<file path="src/rtl/store_buffer.sv">
// Store buffer: circular FIFO of {addr, data, be} write entries drained to
// data memory by a two-state FSM, with a combinational word-address lookup
// for loads.
// Optional feature macro: STORE_BUFFER_FWD_EN enables load forwarding from
// the youngest matching full-word entry. With it undefined, ld_hit and
// ld_data stay 0 and loads that conflict must wait for the drain.
module store_buffer #(
    parameter int DEPTH = 4,
    parameter int AW    = 32
) (
    input  logic                   clk,
    input  logic                   rst_n,
    input  logic                   st_valid,
    input  logic [AW-1:0]          st_addr,
    input  logic [31:0]            st_data,
    input  logic [3:0]             st_be,
    output logic                   st_ready,
    input  logic [AW-1:0]          ld_addr,
    output logic                   ld_conflict,
    output logic                   ld_hit,
    output logic [31:0]            ld_data,
    output logic                   mem_req,
    output logic [AW-1:0]          mem_addr,
    output logic [31:0]            mem_wdata,
    output logic [3:0]             mem_be,
    input  logic                   mem_ack,
    output logic [$clog2(DEPTH):0] count
);

    localparam int PW = $clog2(DEPTH);
    localparam int CW = PW + 1;
    localparam logic [CW-1:0] FULL = CW'(DEPTH);

    typedef enum logic {IDLE, BUSY} state_t;

    logic [AW-1:0] e_addr [DEPTH];
    logic [31:0]   e_data [DEPTH];
    logic [3:0]    e_be   [DEPTH];

    logic [PW-1:0] head, tail, head_nx;
    state_t        state, state_d;
    logic          push, pop;
    logic          req_d;
    logic [AW-1:0] addr_d;
    logic [31:0]   wdata_d;
    logic [3:0]    be_d;

    // Only the word address takes part in the lookup.
    wire unused_ld_lsb = ^ld_addr[1:0];

    // A handshake with st_be==0 is accepted but leaves no entry behind.
    assign st_ready = (count < FULL);
    assign push     = st_valid && st_ready && (st_be != 4'h0);
    assign pop      = (state == BUSY) && mem_ack;
    assign head_nx  = head + PW'(1);

    // Entry storage; validity is implied by head/count, so no reset needed.
    always_ff @(posedge clk) begin
        if (push) begin
            e_addr[tail] <= st_addr;
            e_data[tail] <= st_data;
            e_be[tail]   <= st_be;
        end
    end

    // Pointers and occupancy; power-of-two depth makes wrap free.
    always_ff @(posedge clk or negedge rst_n) begin
        if (!rst_n) begin
            head  <= '0;
            tail  <= '0;
            count <= '0;
        end else begin
            if (push) tail <= tail + PW'(1);
            if (pop)  head <= head_nx;
            case ({push, pop})
                2'b10:   count <= count + CW'(1);
                2'b01:   count <= count - CW'(1);
                default: count <= count;
            endcase
        end
    end

    // Drain FSM state register.
    always_ff @(posedge clk or negedge rst_n) begin
        if (!rst_n) state <= IDLE;
        else        state <= state_d;
    end

    // Drain FSM next state and next memory request. The head stays counted
    // until its ack edge, so on ack the next entry is at head+1, or is the
    // store being pushed in the same cycle when only the head remained.
    always_comb begin
        state_d = state;
        req_d   = mem_req;
        addr_d  = mem_addr;
        wdata_d = mem_wdata;
        be_d    = mem_be;
        case (state)
            IDLE: begin
                if (count != '0) begin
                    state_d = BUSY;
                    req_d   = 1'b1;
                    addr_d  = e_addr[head];
                    wdata_d = e_data[head];
                    be_d    = e_be[head];
                end
            end
            BUSY: begin
                if (mem_ack) begin
                    if (count > CW'(1)) begin
                        addr_d  = e_addr[head_nx];
                        wdata_d = e_data[head_nx];
                        be_d    = e_be[head_nx];
                    end else if (push) begin
                        addr_d  = st_addr;
                        wdata_d = st_data;
                        be_d    = st_be;
                    end else begin
                        state_d = IDLE;
                        req_d   = 1'b0;
                    end
                end
            end
            default: state_d = IDLE;
        endcase
    end

    // Registered write request to data memory.
    always_ff @(posedge clk or negedge rst_n) begin
        if (!rst_n) begin
            mem_req   <= 1'b0;
            mem_addr  <= '0;
            mem_wdata <= '0;
            mem_be    <= '0;
        end else begin
            mem_req   <= req_d;
            mem_addr  <= addr_d;
            mem_wdata <= wdata_d;
            mem_be    <= be_d;
        end
    end

`ifdef STORE_BUFFER_FWD_EN
    logic [31:0] y_data;
    logic [3:0]  y_be;
`endif

    // Load lookup, walking oldest to youngest so the last match is youngest.
    always_comb begin
        logic [PW-1:0] idx;
        idx         = '0;
        ld_conflict = 1'b0;
`ifdef STORE_BUFFER_FWD_EN
        y_data = '0;
        y_be   = '0;
`endif
        for (int k = 0; k < DEPTH; k++) begin
            idx = head + PW'(k);
            if ((CW'(k) < count) && (e_addr[idx][AW-1:2] == ld_addr[AW-1:2])) begin
                ld_conflict = 1'b1;
`ifdef STORE_BUFFER_FWD_EN
                y_data = e_data[idx];
                y_be   = e_be[idx];
`endif
            end
        end
    end

`ifdef STORE_BUFFER_FWD_EN
    // Forward only when the youngest match covers the whole word.
    assign ld_hit  = ld_conflict && (y_be == 4'hF);
    assign ld_data = ld_hit ? y_data : 32'h0;
`else
    assign ld_hit  = 1'b0;
    assign ld_data = 32'h0;
`endif

endmodule

</file>
<file path="config.mk">
export PLATFORM = sky130hd
export DESIGN_NAME = store_buffer
export DESIGN_NICKNAME = d
export VERILOG_FILES = /design/src/rtl/store_buffer.sv
export SDC_FILE = /design/constraint.sdc
export NUM_CORES = 1
export LEC_CHECK = 0
export ABC_AREA = 0
export CAP_MARGIN = 40
export CORE_ASPECT_RATIO = 0.5
export CORE_UTILIZATION = 40
export CTS_BUF_LIST = sky130_fd_sc_hd__clkbuf_16
export CTS_CLUSTER_DIAMETER = 60
export DETAILED_ROUTE_END_ITERATION = 7
export SYNTH_ARGS = -nofsm -noshare
export SYNTH_HDL_FRONTEND = slang
export SYNTH_SLANG_ARGS = --single-unit
</file>
<file path="constraint.sdc">
create_clock -name clk -period 3.5 [get_ports clk]
set_input_delay 0.7 -clock clk [delete_from_list [all_inputs] [get_ports clk]]
set_output_delay 0.7 -clock clk [all_outputs]
set_load 0.005 [all_outputs]
</file>
==> results.txt, run 1 <==
The half-perimeter wire length of the detailed placement result came out at 41,700 um. The sequential cell area in the final layout is 10,100 um^2. The depth of the CTS H-tree is 2.

The initialized floorplan defines 56 standard-cell rows. The maximum resistive drop on vdd is 525 uV. The total congestion overflow is 0.

The vertical extent of the die is 158 um. The count of unique library cells instantiated by Yosys is 65. The path type of the worst setup path is flop to primary output. The total vias in the final route is 13,700. Across all setup checks in the final design, the least slack found is -0.601 ns. The core region is 47,300 um^2. The worst min-delay path class is input pin to asynchronous set/reset pin. The non-filler instance count after layout is 2,548.

Adding up every negative setup slack in the final design gives -0.601 ns. The wire length of the first global-routing pass is 86,900 um. The number of iterations in the first detailed-routing pass came out at 5. The internal reg-to-reg setup slack is 0.62 ns. Using the TritonRoute via totals, the vias-per-cell ratio works out to 5.38. The count of fill cells added during filler insertion came out at 4,024. The launch point of the worst path is head[1]$_DFFE_PN0P_. The critical path goes through buf_12 > buf_12 > mux2_4 > mux2i_1 > buf_4 > xnor2_2 > nor4_2 > buf_4 > nand2_2 > or4_4 > o221ai_4 > buf_2. The later-pin clock latency in the skew report is 0.56 ns. Grouping stages by cell kind, the critical path spends the most delay in simple AND/OR/NAND/NOR gates. The count of pins over their slew limit was 0. The fraction of synthesized cell area taken by the top area cell type is 42.2%. The clock transition at the register clock pins on the worst setup and hold paths after CTS is 0.06 ns. The DRC violation count after routing is 0. Dividing the detail-routed wire length by the instance count gives 22.8 um. The signed area change from the synthesized netlist to the final layout is 29.3%. On the final layout, the worst clock skew is 0.0248 ns. Summed over all instances, the cell type with the most area after synthesis is edfxtp_1. The post-layout minimum cycle time is 4.10 ns. The cell with the largest stage delay on the worst path is dfrtp_4. Setup repair after global routing could not meet its margin everywhere.

The detailed router finished its first iteration with 798 violations. The fraction of the yosys area taken by sequential cells is 52.1%. Leaving out fill and tap cells, the most frequent cells in the layout are edfxtp_1, buf_4, nand2_1.

The maximum number of buffers from clock root to sink came out at 3. The number of clock buffers inserted by TritonCTS is 35. The highest cell delay on the worst timing path came out at 0.50 ns.

The final reports fail on setup timing. The combined area of the multi-input logic cells came out at 8600 um^2. The netlist area before placement is 19,400 um^2. TritonCTS built the clock tree. The number of input and output port buffers inserted is 175. The placed instance count is 2,474. The initial core utilization came out at 40.9%. The area of the die is 49,300 um^2.

The number of enable-type register cells in the synthesized netlist came out at 272. The worst path uses 117% of the clock period. For the pin with the worst max-slew slack, the measured transition is 0.763 ns.

By area the synthesized netlist is led by edfxtp_1, mux4_2, dfrtp_1, mux2i_1, nand2_1. The cell sitting at the root of the clock tree is a clkbuf_16. The number of instances in the synthesized netlist came out at 1,493. The final net count came out at 1,995. The number of hold violations in the final report is 0. In this run the tightest slew margin relative to its limit is 49.1%. The share of cells above drive strength 1 is 28.4%. 211 I/O pins were placed. Yosys printed 0 warnings. The mean post-synth cell area is 13.0 um^2. The power density over cell area is 884 nW/um^2.

The number of stages on the worst setup path came out at 12. Static timing analysis puts the maximum clock frequency at 244 MHz. In this run the remaining antenna-violating nets after routing total 0.

The share of async-settable or async-resettable flops after synthesis is 22.1%. The via count of the first global-routing pass is 14,100. The flow ran to the end, but the final reports show violations. The completed layout was analyzed and its total power is 22.1 mW. Counting cells, the worst reg-to-reg path comes to 8. The number of antenna violations at the first check in global routing is 4. The total wirelength of the detailed-routed design came out at 58,100 um.

The endpoint identified for the worst register-to-register timing path is mem_be[3]$_DFFE_PN0P_. Global routing used 23.6% of the available tracks. The number of maximum-capacitance constraint violations came out at 0.

The biggest fanout along the worst timing path is 7. The worst setup path is launched from a flop. The number of buffers and inverters on the critical path came out at 5. The kind of end point of the critical path is a primary output. The die span in x is 313 um. The flop and latch count out of synthesis came out at 349. In this run the critical register-to-register path is launched from head[0]$_DFFE_PN0P_. The critical path data required time came out at 2.80 ns. Setup violations remaining at the end of the flow were counted as 1. The commonest register cell after synthesis is edfxtp_1. The most common library cell in the layout ignoring fill and taps is edfxtp_1. Entering global routing, the biggest net connects 88 pins.

STA puts the critical path data arrival time at 3.40 ns. The count of clock tree sinks is 349. In this run the static leakage power is 9.55 nW. The placer's final routability congestion estimate is 0.956.
[flip-flops by register name, summed over array words and instances, names as in the netlist]
register,cells
head,2
count,3
mem_req,1
mem_wdata,32
e_addr,128
e_be,16
mem_be,4
e_data,128
tail,2
mem_addr,32
state,1
[worst max-delay path by stage]
stage	to	slack, ns
2_1_floorplan	e_addr[0][0]$_DFFE_PP_	0.33
3_3_place_gp	ld_conflict	-0.59
3_5_place_dp	ld_conflict	-0.57
4_1_cts	ld_conflict	-0.63
5_1_grt	ld_conflict	-0.70
6_report	ld_conflict	-0.60
[layer usage]
layer / wire length, um / GRT usage [%] / part of all wire [%] / vias to the layer above
met1: 26000 / 32.0 / 45 / 6950
met2: 28200 / 39.9 / 49 / 316
met3: 2740 / 3.87 / 4.7 / 79
li1: - / - / - / 6365
met5: 13 / 0 / 0.022 / -
met4: 1170 / 5.64 / 2.0 / 2
[where the power goes]
part	total [mW]	internal, mW	switching [mW]
combinational	12.3	6.21	6.13
sequential	5.98	5.42	0.559
clock	3.80	2.12	1.68
total	22.1	13.8	8.37
[cells by family (layout without fill, tap and decap cells)]
logic type,Yosys count,count (layout),synth area share (%)
compound gates,269,269,8.24
buf+inv,163,547,5.05
xor+xnor,99,99,4.48
fa+ha+maj,9,9,0.582
other cells,1,34,0.0194
simple gates,297,297,6.42
flops,349,349,52.1
mux,306,306,23.1
[worst reg2reg max path, delay by kind of cell, from the launching register on]
family	cells	cell delay (ns)
AOI/OAI and AO/OA	2	0.28
DFF	1	0.55
buffers and inverters	3	1.19
muxes	2	0.68
and+or+nand+nor	1	0.06
[per-stage QoR]
step	hold slack (ns)	worst slack, ns	instance area [um^2]	util [%]
final	0.202	-0.601	25000	52.9
after global routing	0.252	-0.698	25000	52.9
after CTS	0.219	-0.633	24900	52.6
after detailed placement	0.470	-0.566	23500	49.8
after global placement	0.466	-0.589	23500	49.7
after floorplan	0.404	0.335	19500	-
[cells in the mapped netlist (all sizes together) (14+ instances only)]
| master | n |
|---|---|
| nand2 | 204 |
| mux2 | 44 |
| mux4 | 102 |
| buf | 112 |
| edfxtp | 272 |
| clkbuf | 37 |
| o21ai | 147 |
| dfrtp | 77 |
| xnor2 | 58 |
| xor2 | 41 |
| mux2i | 160 |
| inv | 14 |
| a21oi | 45 |
| nor2 | 44 |
| a211oi | 15 |
[area by class of cell]
cell class | instances | share of cell area [%]
inverters | 14 | 0.210
diodes | 1 | 0.0100
clock inverters | 28 | 0.995
multi-input cells | 1013 | 34.4
clock buffers | 36 | 3.60
flip-flops and latches | 349 | 40.4
repair buffers | 469 | 17.3
well taps | 638 | 3.19
[what timing repair did]
| item | CTS | global route |
|---|---|---|
| gates resized for setup | 11 | 28 |
| hold buffers | 0 | 0 |
| endpoints found under the setup margin | 1 | 1 |
| pin swaps | 4 | 10 |
| setup buffers | 3 | 3 |
| cloned | 3 | 0 |
No activity file was read; power rests on OpenSTA's default activity.
==> run 2: changes to the inputs <==
--- a/config.mk
+++ b/config.mk
@@ -7,7 +7,7 @@
 export LEC_CHECK = 0
 export ABC_AREA = 0
 export CAP_MARGIN = 40
-export CORE_ASPECT_RATIO = 0.5
+export CORE_ASPECT_RATIO = 1.25
 export CORE_UTILIZATION = 40
 export CTS_BUF_LIST = sky130_fd_sc_hd__clkbuf_16
 export CTS_CLUSTER_DIAMETER = 60
==> results.txt, run 2 (synthesis gave the netlist of run 1 again) <==
The initial core utilization is 40.8% (-0.12 points). The highest cell delay on the worst timing path came out at 0.57 ns (+0.07 ns). The total congestion overflow is 0 (unchanged). The final sum of negative setup slack is -0.564 ns (+0.0367 ns). The number of antenna violations at the first check in global routing came out at 6 (+2).

The maximum resistive drop on vdd came out at 587 uV (+12%). The number of ports placed on the die boundary came out at 211 (unchanged). STA classifies the critical path startpoint as a flop. The cell family with the largest share of critical-path delay is simple AND/OR/NAND/NOR gates. The post-layout minimum cycle time came out at 4.06 ns (-0.0366 ns). The later-pin clock latency in the skew report is 0.57 ns (about the same). The number of hold violations in the final report was 0 (unchanged). The critical path goes through buf_12 > buf_4 > mux2i_1 > nand2_1 > o21ai_0 > o21ai_0 > nand4_1 > or4_1 > o221ai_2 > buf_2. The clock transition at the register clock pins on the worst setup and hold paths after CTS is 0.06 ns (about the same). The share of cells above drive strength 1 is 27.5% (-0.85 points). The critical path data arrival time is 3.36 ns (-0.04 ns). On the critical path, the stage with the largest delay is an instance of dfrtp_4. The path class of the tightest hold or removal check is input pin to asynchronous set/reset pin.

The number of rows created at floorplan is 89 (+59%). The area of the die is 49,300 um^2 (about the same). The placer's final routability congestion estimate came out at 0.949 (-0.74%).

The number of maximum-capacitance constraint violations is 0 (unchanged). The final reports fail on setup timing. The relative slew slack is 46.7% (-2.4 points).

The count of pins over their slew limit came out at 0 (unchanged). The number of buffers and inverters on the critical path came out at 3 (-2). The via density per instance is 5.35 (-0.59%). The core box area came out at 47,400 um^2 (+0.30%).

The clock tree skew after final layout came out at 0.0251 ns (+0.000283 ns). The critical path data required time is 2.80 ns (about the same). The post-detailed-placement cell area came to 23,500 um^2 (-0.30%). The clock tree from TritonCTS is yes. The biggest fanout along the worst timing path came out at 7 (unchanged). The total vias in the final route is 13,600 (-0.66%).

The share of the clock period used by the worst path came out at 116% (-1.0 points). The maximum clock frequency is 246 MHz (+0.90%). The die span in x is 199 um (-37%). The wire length of the first global-routing pass is 87,100 um (+0.13%). CTS placed an instance of clkbuf_16 at the clock tree root. The number of nets still failing antenna checks after routing came to 0 (unchanged).

The power density over cell area came out at 886 nW/um^2 (+0.22%). The average wire per standard cell is 22.8 um (about the same). Setup repair after global routing could not meet its margin everywhere.

The vertical extent of the die came out at 248 um (+57%). The number of input and output port buffers inserted came out at 175 (unchanged). The run finished, with violations left.

The count of clock tree sinks was 349 (unchanged). The core occupancy in the finished layout came out at 52.9% (about the same). The overall power of the completed layout is 22.2 mW (+0.46%). The area growth from synthesis to layout is 29.6%.

The cell leakage power came out at 9.57 nW (+0.20%). The pin count of the biggest net entering global routing came out at 88 (unchanged). The via count of the first global-routing pass is 14,300 (+1.3%). The number of clock buffers inserted by TritonCTS is 40 (+14%). The total wirelength of the detailed-routed design is 58,100 um (about the same). STA classifies the critical path endpoint as a primary output. The largest registers in the layout are e_addr (128), e_data (128). The number of iterations in the first detailed-routing pass is 7 (+2). By instance count, the cell type seen most on the critical path is o21ai_0. The aggregate global-route resource usage is 24.1% (+0.43 points). Leaving out fill and tap cells, the most frequent cells in the layout are edfxtp_1, buf_4, nand2_1. The DRC violation count after routing is 0 (unchanged).

The final non-filler cell area is 25,100 um^2 (+0.24%). The half-perimeter wire length of the detailed placement result is 41,400 um (-0.83%). By startpoint and endpoint, the worst setup path is classified as flop to primary output.

The final number of setup-violating endpoints is 1 (unchanged). The maximum number of buffers from clock root to sink came out at 3 (unchanged). The actual slew at the worst max-slew pin came out at 0.799 ns (+0.0361 ns). The iteration-0 DRC count of the detailed router came out at 724 (-9.3%). The most common library cell in the layout ignoring fill and taps is edfxtp_1.

The post-layout worst setup margin is -0.564 ns (+0.0367 ns). The final net count came to 1,988 (-0.35%). The depth of the CTS H-tree is 2 (unchanged).
## run 2: per-stage QoR
| step | hold slack (ns) | setup slack [ns] | instances |
|---|---|---|---|
| 6_report | 0.169 | -0.564 | 2546 |
| 5_1_grt | 0.204 | -0.697 | 2546 |
| 4_1_cts | 0.182 | -0.587 | 2543 |
| 2_1_floorplan | 0.404 | 0.335 | 1525 |
| 3_5_place_dp | 0.472 | -0.522 | 2457 |
| 3_3_place_gp | 0.462 | -0.531 | 2456 |
## run 2: layout make-up
| type | count | area (um^2) |
|---|---|---|
| antenna | 3 | 7.51 |
| clock buffer | 41 | 1030 |
| clock inverter | 32 | 241 |
| fill | 4127 | 22400 |
| inverter | 14 | 52.6 |
| multi-input combinational | 1013 | 8580 |
| sequential | 349 | 10100 |
| tap | 637 | 797 |
| timing repair buffer | 457 | 4280 |
## run 2: power by group
| group | switching (mW) | internal, mW |
|---|---|---|
| combinational | 5.99 | 6.15 |
| clock | 1.74 | 2.29 |
| sequential | 0.628 | 5.43 |
| total | 8.35 | 13.9 |
## run 2: final timing paths
path,slack [ns],cells past startpoint,end,start
min in group clk,0.48,2,mem_wdata[8]$_DFFE_PN0P_,mem_wdata[8]$_DFFE_PN0P_
max reg2reg,0.55,7,mem_wdata[17]$_DFFE_PN0P_,head[0]$_DFFE_PN0P_
max in group asynchronous,2.70,2,mem_wdata[6]$_DFFE_PN0P_,rst_n
min reg2reg,0.48,2,mem_wdata[8]$_DFFE_PN0P_,mem_wdata[8]$_DFFE_PN0P_
min,0.17,1,mem_addr[2]$_DFFE_PN0P_,rst_n
max,-0.56,10,ld_conflict,head[1]$_DFFE_PN0P_
## run 2: repair_timing
action	in CTS	in global routing
setup buffers	10	0
pin swaps	10	3
gates resized for setup	27	6
hold buffers	0	0
endpoints found under the setup margin	1	3
cloned	3	0
## run 2: layer usage
layer	GRT usage (%)	part of all wire, %
met1	29.4	40
met2	41.7	50
met3	5.18	6.2
met4	8.85	3.2
met5	0	0.083
==> run 3: changes to the inputs <==
--- a/config.mk
+++ b/config.mk
@@ -12,6 +12,7 @@
 export CTS_BUF_LIST = sky130_fd_sc_hd__clkbuf_16
 export CTS_CLUSTER_DIAMETER = 60
 export DETAILED_ROUTE_END_ITERATION = 7
+export SLEW_MARGIN = 20
 export SYNTH_ARGS = -nofsm -noshare
 export SYNTH_HDL_FRONTEND = slang
 export SYNTH_SLANG_ARGS = --single-unit
==> results.txt, run 3 (synthesis gave the netlist of run 1 again) <==
The die span in x is 199 um (unchanged). The relative slew slack was 46.2% (-0.57 points). The number of antenna violations at the first check in global routing is 6 (unchanged).

The post-layout minimum cycle time came out at 4.06 ns (-0.00554 ns). The critical path data arrival time is 3.36 ns (about the same). The placer's final routability congestion estimate came out at 0.949 (unchanged). The pin count of the biggest net entering global routing came to 88 (unchanged). The total wirelength of the detailed-routed design came out at 58,100 um (-0.10%).

The power density over cell area was 887 nW/um^2 (+0.16%). The number of iterations in the first detailed-routing pass came out at 7 (unchanged). The library cells used most frequently in the layout, excluding fill and tap cells, are edfxtp_1, buf_4, nand2_1. The number of clock buffers inserted by TritonCTS is 40 (unchanged). The count of fill cells added during filler insertion is 4,128 (+0.024%).

The area of the die was 49,300 um^2 (unchanged). The cell leakage power is 9.58 nW (+0.16%). The final number of setup-violating endpoints was 1 (unchanged). The share of the clock period used by the worst path was 116% (-0.16 points). The via density per instance is 5.35 (about the same). The final net count is 1,990 (+0.10%). The number of hold violations in the final report was 0 (unchanged). The final reports fail on setup timing. The average wire per standard cell came out at 22.8 um (-0.18%).

The count of pins over their slew limit came out at 0 (unchanged). The maximum number of buffers from clock root to sink is 3 (unchanged). The flow ran to the end, but the final reports show violations. The number of rows created at floorplan is 89 (unchanged). The clock transition at the register clock pins on the worst setup and hold paths after CTS is 0.06 ns (about the same). The post-detailed-placement cell area is 23,500 um^2 (unchanged).

The number of ports placed on the die boundary is 211 (unchanged). In this run the clock root is driven by a clkbuf_16. The wire length of the first global-routing pass is 87,100 um (unchanged). TritonCTS built the clock tree. STA classifies the critical path startpoint as a flop. In the final layout, the registers with the most flip-flops are e_addr (128), e_data (128). The worst hold path belongs to the class input pin to asynchronous set/reset pin. The core occupancy in the finished layout is 52.9% (+0.061 points). The post-layout worst setup margin is -0.559 ns (+0.00554 ns). The number of maximum-capacitance constraint violations came out at 0 (unchanged). The maximum resistive drop on vdd came out at 595 uV (+1.4%).

The total vias in the final route is 13,600 (+0.015%). The critical path data required time is 2.80 ns (about the same). The biggest fanout along the worst timing path came to 11 (+4).

Setup repair after global routing could not meet its margin everywhere. The library cell used most frequently in the layout, excluding fill and tap cells, is edfxtp_1. The vertical extent of the die is 248 um (unchanged). The critical path in this run is classified as flop to primary output. The half-perimeter wire length of the detailed placement result is 41,400 um (unchanged). The depth of the CTS H-tree is 2 (unchanged).

The number of nets still failing antenna checks after routing came to 0 (unchanged). The iteration-0 DRC count of the detailed router was 803 (+11%). The final non-filler cell area is 25,100 um^2 (+0.11%).

The signed area change from the synthesized netlist to the final layout came out at 29.7%. The pre-CTS setup slack came out at -0.522 ns (unchanged). The initial core utilization is 40.8% (unchanged). The hold buffer count at cts came to 0 (unchanged). The maximum clock frequency was 246 MHz (+0.14%). The share of cells above drive strength 1 came to 27.6% (+0.076 points). The core box area came out at 47,400 um^2 (unchanged). The count of clock tree sinks came out at 349 (unchanged). The via count of the first global-routing pass is 14,300 (unchanged). The internal reg-to-reg setup slack came out at 0.57 ns (+0.02 ns).

The actual slew at the worst max-slew pin came out at 0.808 ns (+0.00857 ns). The DRC violation count after routing is 0 (unchanged). The aggregate global-route resource usage is 24.1% (unchanged). The number of input and output port buffers inserted came out at 175 (unchanged). The total congestion overflow is 0 (unchanged). The later-pin clock latency in the skew report is 0.57 ns (about the same). The clock tree skew after final layout is 0.0247 ns (-0.000400 ns). The kind of end point of the critical path is a primary output.
## run 3: cell types whose count changed in the layout (fill, tap and decap cells not counted)
cell / before / now
buf_6: 3 / 2
buf_4: 251 / 252
buf_2: 1 / 2
buf_16: 2 / 3
## run 3: final cells by class
cell class                      instances  area (um^2)  share of cell area (%)
Antenna cell                            3         7.51                  0.0299
Clock buffer                           41         1030                    4.09
Clock inverter                         32          241                   0.962
Inverter                               14         52.6                   0.209
Multi-Input combinational cell       1013         8580                    34.2
Sequential cell                       349        10100                    40.2
Tap cell                              637          797                    3.17
Timing Repair Buffer                  459         4300                    17.1
## run 3: per-stage QoR
step / setup TNS (ns) / power (mW) / instances / hold slack (ns)
6_report: -0.559 / 22.3 / 2548 / 0.168
5_1_grt: -0.697 / 23.6 / 2548 / 0.204
4_1_cts: -0.587 / 22.5 / 2543 / 0.182
3_5_place_dp: -0.522 / 17.9 / 2457 / 0.472
3_3_place_gp: -0.531 / 17.8 / 2456 / 0.462
2_1_floorplan: 0 / 13.0 / 1525 / 0.404
## run 3: report_power, final
part / switching (mW) / leakage [nW] / internal, mW
Sequential: 0.627 / 3.39 / 5.43
Clock: 1.74 / 0.652 / 2.29
Combinational: 6.01 / 5.54 / 6.19
## run 3: final timing paths
check | from | endpoint | cells after the start
max reg2reg | head[0]$_DFFE_PN0P_ | mem_wdata[3]$_DFFE_PN0P_ | 8
max | head[1]$_DFFE_PN0P_ | ld_conflict | 11
min | rst_n | mem_wdata[30]$_DFFE_PN0P_ | 1
min in group clk | mem_wdata[8]$_DFFE_PN0P_ | mem_wdata[8]$_DFFE_PN0P_ | 2
min reg2reg | mem_wdata[8]$_DFFE_PN0P_ | mem_wdata[8]$_DFFE_PN0P_ | 2
max in group asynchronous | rst_n | mem_wdata[6]$_DFFE_PN0P_ | 2
## run 3: routing by layer
metal | vias to the layer above | wire (um) | track usage, %
met4 | 6 | 1870 | 8.85
met2 | 372 | 29400 | 41.7
li1 | 6350 | - | -
met5 | - | 48 | 0
met1 | 6801 | 23500 | 29.4
met3 | 94 | 3290 | 5.18
## run 3: worst max-delay path, cell delays in order, from the launching register on
cell	delay [ns]
dfrtp_4	0.57
buf_6	0.16
buf_16	0.15
mux2_4	0.32
mux2i_4	0.16
xnor2_1	0.10
nor4_2	0.28
buf_4	0.17
nand2_1	0.06
or4_1	0.42
o221ai_2	0.26
buf_2	0.16
## run 3: repair_timing
item | CTS | global route
setup buffers | 10 | 0
resized for setup | 27 | 5
pin swaps | 10 | 3
cloned | 3 | 0
endpoints found under the setup margin | 1 | 1
